===== src/rtl/cpu_pkg.sv =====
// Shared definitions for the pipelined MIPS core: state encodings, the NOP
// instruction, default datapath widths and a small log2 helper.
package cpu_pkg;

    localparam int DEF_ADDR_W = 32;
    localparam int DEF_INST_W = 32;

    localparam logic [0:0] IDLE = 1'b0;
    localparam logic [0:0] RUN  = 1'b1;

    localparam logic [DEF_INST_W-1:0] NOP_INST = '0;

    // Exact log2 of a power-of-two step; used to align branch targets.
    function automatic int step_log2(input int step);
        int result;
        result = 0;
        for (int i = 0; i < 31; i++) begin
            if ((1 << i) == step) begin
                result = i;
            end
        end
        return result;
    endfunction

endpackage


===== src/rtl/ifid_reg.sv =====
// Generic pipeline register carrying {pc, inst, valid} between stages.
// hold freezes everything, bubble inserts a NOP, load captures new fields.
module ifid_reg
    import cpu_pkg::*;
#(
    parameter int PC_W   = DEF_ADDR_W,
    parameter int INST_W = DEF_INST_W
) (
    input  logic              clk,
    input  logic              rst_n,
    input  logic              load,
    input  logic              hold,
    input  logic              bubble,
    input  logic [PC_W-1:0]   next_pc,
    input  logic [INST_W-1:0] next_inst,
    output logic [PC_W-1:0]   pc,
    output logic [INST_W-1:0] inst,
    output logic              valid
);

    localparam logic [INST_W-1:0] NOP = INST_W'(NOP_INST);

    // A bubble keeps the old pc so downstream debug still sees the last real address.
    always_ff @(posedge clk) begin
        if (!rst_n) begin
            pc    <= '0;
            inst  <= NOP;
            valid <= 1'b0;
        end else if (!hold) begin
            if (bubble) begin
                inst  <= NOP;
                valid <= 1'b0;
            end else if (load) begin
                pc    <= next_pc;
                inst  <= next_inst;
                valid <= 1'b1;
            end
        end
    end

endmodule


===== src/rtl/if_stage.sv =====
// Instruction-fetch front end: start-gated PC with branch redirect and hazard
// stall, feeding an integrated IF/ID register.
module if_stage
    import cpu_pkg::*;
#(
    parameter int                ADDR_W          = DEF_ADDR_W,
    parameter int                INST_W          = DEF_INST_W,
    parameter logic [ADDR_W-1:0] RESET_PC        = '0,
    parameter int                PC_STEP         = 4,
    parameter bit                FLUSH_ON_BRANCH = 1'b1
) (
    input  logic              clk_i,
    input  logic              rst_i,
    input  logic              start_i,
    input  logic              stall_i,
    input  logic              branch_i,
    input  logic [ADDR_W-1:0] branch_target_i,
    output logic [ADDR_W-1:0] imem_addr_o,
    input  logic [INST_W-1:0] imem_inst_i,
    output logic [ADDR_W-1:0] pc_o,
    output logic [INST_W-1:0] inst_o,
    output logic              valid_o,
    output logic              running_o
);

    localparam int                STEP_LOG   = step_log2(PC_STEP);
    localparam logic [ADDR_W-1:0] STEP       = ADDR_W'(PC_STEP);
    localparam logic [ADDR_W-1:0] ALIGN_MASK = ~ADDR_W'((64'd1 << STEP_LOG) - 64'd1);

    logic [0:0]        state;
    logic [ADDR_W-1:0] pc;
    logic [ADDR_W-1:0] pc_plus;
    logic              fetch_active;
    logic              take_branch;
    logic              take_stall;
    logic              ifid_bubble;

    assign pc_plus      = pc + STEP;
    assign fetch_active = (state == RUN) && start_i;
    assign take_branch  = fetch_active && branch_i;
    assign take_stall   = fetch_active && !branch_i && stall_i;
    assign ifid_bubble  = !fetch_active || (take_branch && FLUSH_ON_BRANCH);

    // Dropping start_i only parks the FSM; the PC is kept so fetch resumes in place.
    always_ff @(posedge clk_i) begin
        if (!rst_i) begin
            state <= IDLE;
            pc    <= RESET_PC;
        end else begin
            state <= start_i ? RUN : IDLE;
            if (take_branch) begin
                pc <= branch_target_i & ALIGN_MASK;
            end else if (fetch_active && !take_stall) begin
                pc <= pc_plus;
            end
        end
    end

    ifid_reg #(
        .PC_W   (ADDR_W),
        .INST_W (INST_W)
    ) u_ifid (
        .clk       (clk_i),
        .rst_n     (rst_i),
        .load      (fetch_active),
        .hold      (take_stall),
        .bubble    (ifid_bubble),
        .next_pc   (pc_plus),
        .next_inst (imem_inst_i),
        .pc        (pc_o),
        .inst      (inst_o),
        .valid     (valid_o)
    );

    assign imem_addr_o = pc;
    assign running_o   = (state == RUN);

endmodule


===== config.mk =====
export PLATFORM = sky130hd
export DESIGN_NAME = if_stage
export DESIGN_NICKNAME = d
export VERILOG_FILES = /design/src/rtl/cpu_pkg.sv /design/src/rtl/ifid_reg.sv /design/src/rtl/if_stage.sv
export SDC_FILE = /design/constraint.sdc
export NUM_CORES = 1
export LEC_CHECK = 0
export ABC_CLOCK_PERIOD_IN_PS = 2670
export BUFFER_PORTS_ARGS = -buffer_cell sky130_fd_sc_hd__buf_4
export CAP_MARGIN = 0
export CELL_PAD_IN_SITES_DETAIL_PLACEMENT = 1
export CELL_PAD_IN_SITES_GLOBAL_PLACEMENT = 1
export CORE_MARGIN = 5
export CORE_UTILIZATION = 36
export DETAILED_ROUTE_END_ITERATION = 8
export GPL_ROUTABILITY_DRIVEN = 0
export PLACE_DENSITY = 0.85
export SLEW_MARGIN = 20
export SYNTH_ARGS = -nofsm -noshare
export SYNTH_HDL_FRONTEND = slang
export SYNTH_SLANG_ARGS = --single-unit

===== constraint.sdc =====
create_clock -name clk_i -period 2.67 [get_ports clk_i]
set_clock_uncertainty 0.1 [all_clocks]
set_input_delay 0.534 -clock clk_i [delete_from_list [all_inputs] [get_ports clk_i]]
set_output_delay 0.534 -clock clk_i [all_outputs]
set_load 0.1 [all_outputs]

# Yosys cells after proc, flatten, opt, wreduce, memory -nomap -nowiden
# Index checks and enable logic that the tools add are counted.
[word_totals]
register_bits = 98
input_bits = 69
out_inout_bits = 98
elab_cells = 31
[classes]
n_addsub = 1
mux = 7
bitwise_logic = 3
n_reduce_logical = 14
[op_table]
columns = ["operator", "count"]
rows = [
  ["$mux 32", 4],
  ["$add 32x3->32 const B", 1],
  ["$logic_and 1x1->1", 5],
  ["$reduce_bool 2->1", 2],
  ["$logic_not 1->1", 3],
  ["$mux 1", 3],
  ["$not 1->1", 3],
  ["$reduce_and 3->1", 1],
  ["$reduce_and 2->1", 1],
  ["$reduce_or 2->1", 1],
  ["$logic_or 1x1->1", 1],
]

# Depth between registers and ports, before layout
[logic_depth]
word_depth = 7
mapped_depth = 7
mapped_depth_nobuf = 6

# Modules after synthesis
# Synthesis repeated with hierarchy kept, for this count alone.
[unflattened]
hier_cells = 583
area_unflattened_um2 = 5007.3
[by_module_without_submodules]
columns = ["module", "instances", "cells_each", "area_each_um2", "seq_area_each_um2"]
rows = [
  ["ifid_reg", 1, 288, 2668.8, 1301.2],
  ["if_stage", 1, 295, 2338.5, 620.6],
]

# Worst setup path after synthesis
# No wires, ideal clock.
[synth_path]
path_kind = "flip-flop to flip-flop"
start = "reg pc[2], in the netlist imem_addr_o[2]"
end = "reg pc[20], in the netlist imem_addr_o[20]"
setup_time_ns = 0.127
arrival_time_ns = 2.628
t_required_ns = 2.443
slack_ns = -0.185
stages_incl_launch_ff = 8
n_path_buf = 1
period_less_slack_ns = 2.855
path_cell_list = "dfxtp_1 -> ha_1 -> nand3_4 -> or2_0 -> buf_6 -> or3_4 -> o32ai_2 -> a211oi_1"
[synth_via]
elab_chain_cells = 3
[synth_rtl]
columns = ["item", "line", "source"]
rows = [
  ["from (decl)", "if_stage.sv:31", "logic [ADDR_W-1:0] pc;"],
  ["from (signal assigned)", "if_stage.sv:52", "pc <= branch_target_i & ALIGN_MASK;"],
  ["from (signal assigned)", "if_stage.sv:54", "pc <= pc_plus;"],
  ["$add 32x3->32", "if_stage.sv:38", "assign pc_plus = pc + STEP;"],
  ["$mux 32", "if_stage.sv:53", "end else if (fetch_active && !take_stall) begin"],
  ["$mux 32", "if_stage.sv:51", "if (take_branch) begin"],
]
# No other way between the ends. The select of a mux whose other input is x is not followed.
# A chain may end at the register's enable or synchronous reset.

# Final worst setup path
# Same ends and word-level chain as after synthesis.

==> summary.txt <==
worst r2r path cells = 6
Hold Crit Endpoint = u_ifid.inst[4]
postcts setup bufs = 0
IO buf count = 160
Hold Path Class = input pin to flip-flop
Worst Max-Slew Pin Slew = 0.735 ns
crit-path max FO = 9
Fmax = 412 MHz
worst path bufs/invs = 0
R2R setup slack = 0.24 ns
Worst-path clk slew = 0.07 ns
Tmin final = 2.43 ns
largest net degree at the start of global routing = 37
worst vdd ir = 0.378 mV
Critical Path Sink Type = flip-flop
CTS resizes = 0
Critical R2R Launch = imem_addr_o[2]
final hold viol count = 0
number of synthesized register bits = 94
Ports = 167
Root Buffer = clkbuf_16
critical path class = flip-flop to flip-flop
dpl cells = 819
post-synth cell types = 60
Die X = 122 µm
die area = 0.0148 mm²
Worst EP required = 2.80 ns
crit-path max cell delay = 0.51 ns
slew margin rel. = 0.510
status = completed
Site Rows = 40
grt ovf = 0
hold buffers post-CTS = 0
Num CTS Buffers = 9
Max Root-Sink Buffers = 2
clk sinks = 94
CP max stage cell = or2_0
worst path cell trace = ha_1 -> nand3_4 -> or2_0 -> or3_4 -> o32ai_2 -> a211oi_1
Synth Flop Type = dfxtp_1
post-synth top area share = 0.420
Worst Min Path Start = imem_inst_i[4]
Routed WL per cell = 19.2 µm
EDFF count, synth = 0
CP top delay family = simple AND/OR/NAND/NOR gates
starting density of the core = 0.370
RSZ-0062 raised after global routing = false
Detailed Route WL = 16000 µm
Fin Setup TNS = 0 ns
Pwr Density = 540 mW/mm²
Max Slew Vio Count = 0
core area = 0.0121 mm²
worst r2r dst = imem_addr_o[20]
vias per cell = 5.40
final net count = 732
antenna viol nets, final = 0
Max-Cap Viols = 0
Placed Area = 0.00578 mm²
H-tree depth = 3
DR DRC count = 0
ranking of synthesized cells by area = dfxtp_1, mux2i_1, nor2_1
vias = 4509
initial DRC count = 278
Post-Synthesis Cells = 516
diode count = 0
initial antenna violation count = 0
commonest non-fill, non-tap cell in the layout = buf_4
final std cells w/o fill = 835
period utilization = 0.908
share of layout cells above drive strength 1 = 0.312
worst skew pair latency = 0.35 ns
fin area = 0.00606 mm²
CTS tree = yes
DP HPWL = 12000 µm
Leakage = 2.54 nW
Yosys warnings = 0
most frequent cells in the layout = buf_4, dfxtp_1, nor2_1
WP depth = 6
Worst Slack Setup Final = 0.245 ns
vias in the first global route = 4893
Async SR Flop Fraction = 0
Yosys top cell by area = dfxtp_1
final setup vio count = 0
Initial DRT Pass Iterations = 5
startpoint class of the critical path = flip-flop
Area Overhead vs Synth = 35.4%
Arrival @ worst endpoint = 2.56 ns
Die H = 122 µm
Synth Cell Area = 0.00448 mm²
pre-CTS setup slack = 0.283 ns
GRT Overall Usage = 0.217
Avg Cell Area, Syn = 8.67 µm²
sequential area share after synthesis = 0.420
first-pass GRT wire length = 25400 µm
total power = 3.27 mW
Hold Path Depth = 3
-- metal layers --
layer  part of all wire  GRT usage  vias up
li1                   -          -     2126
met1               0.39      0.237     2175
met2               0.49      0.382      190
met3               0.10     0.0848       18
met4              0.017     0.0742        0
met5                  0          0        -
-- worst min-delay path, stage by stage --
cell	delay, ns
buf_4	0.08
mux2i_1	0.05
nor2_1	0.07
-- power by group --
group          switching (mW)  internal (mW)
Clock                   0.562          0.657
Sequential             0.0466           1.43
Combinational           0.400          0.172
Total                    1.01           2.26
-- cells in the mapped netlist, types with 2 or more instances --
| cell | instances |
|---|---|
| mux2i_1 | 36 |
| and3_1 | 4 |
| o221ai_1 | 2 |
| clkbuf_8 | 3 |
| a22oi_1 | 3 |
| o22ai_1 | 4 |
| nand4_1 | 12 |
| clkbuf_1 | 21 |
| xor2_1 | 15 |
| clkbuf_4 | 2 |
| inv_1 | 8 |
| nor4_4 | 2 |
| and2_1 | 4 |
| dfxtp_1 | 94 |
| o211ai_1 | 3 |
| a21oi_1 | 41 |
| a211oi_1 | 17 |
| o31ai_1 | 2 |
| or3_1 | 5 |
| xnor2_1 | 12 |
| and4_1 | 3 |
| nor3_1 | 7 |
| o21ai_0 | 45 |
| buf_2 | 5 |
| or2_0 | 2 |
| a311oi_1 | 3 |
| nor4_1 | 6 |
| buf_1 | 3 |
| buf_6 | 4 |
| a31oi_1 | 2 |
| nor2_1 | 73 |
| nand3_1 | 17 |
| nand2_1 | 24 |
| buf_4 | 6 |
-- cell families (layout without fill, tap and decap cells) --
| kind of cell | count (synthesis) | count (layout) | synth area share |
|---|---|---|---|
| AOI/OAI and AO/OA | 130 | 130 | 0.174 |
| muxes | 36 | 36 | 0.0805 |
| other | 1 | 4 | 0.000838 |
| xor gates and xnor gates | 27 | 27 | 0.0528 |
| DFF | 94 | 94 | 0.420 |
| buffers and inverters | 53 | 201 | 0.0663 |
| adders and majority gates | 1 | 1 | 0.00280 |
| and+or+nand+nor | 174 | 174 | 0.203 |
-- layout make-up --
type,instances,area [µm²]
multi-input combinational,372,2310
fill,1463,6050
clock buffer,11,243
sequential,94,1890
clock inverter,5,35.0
timing repair buffer,177,1340
tap,168,210
inverter,8,30.0
-- sequential cells by signal, indices dropped and copies added, names as in the netlist --
register      count
running_o         1
u_ifid.inst      32
imem_addr_o      30
u_ifid.valid      1
u_ifid.pc        30
-- worst max path at each step --
stage / from / to / slack (ns)
floorplan: imem_addr_o[11] / imem_addr_o[19] / 0.0002
global placement: imem_addr_o[2] / imem_addr_o[20] / 0.35
detailed placement: imem_addr_o[2] / imem_addr_o[20] / 0.28
CTS: imem_addr_o[2] / imem_addr_o[20] / 0.25
global route: imem_addr_o[2] / imem_addr_o[20] / 0.12
finish: imem_addr_o[2] / imem_addr_o[20] / 0.24
-- stage by stage --
| step | utilization | hold slack (ns) |
|---|---|---|
| after floorplan | - | 0.556 |
| after global placement | 0.477 | 0.335 |
| after detailed placement | 0.477 | 0.351 |
| after CTS | 0.500 | 0.308 |
| after global routing | 0.500 | 0.320 |
| final | 0.500 | 0.319 |
Note: power is estimated with default switching activity, not from simulation.
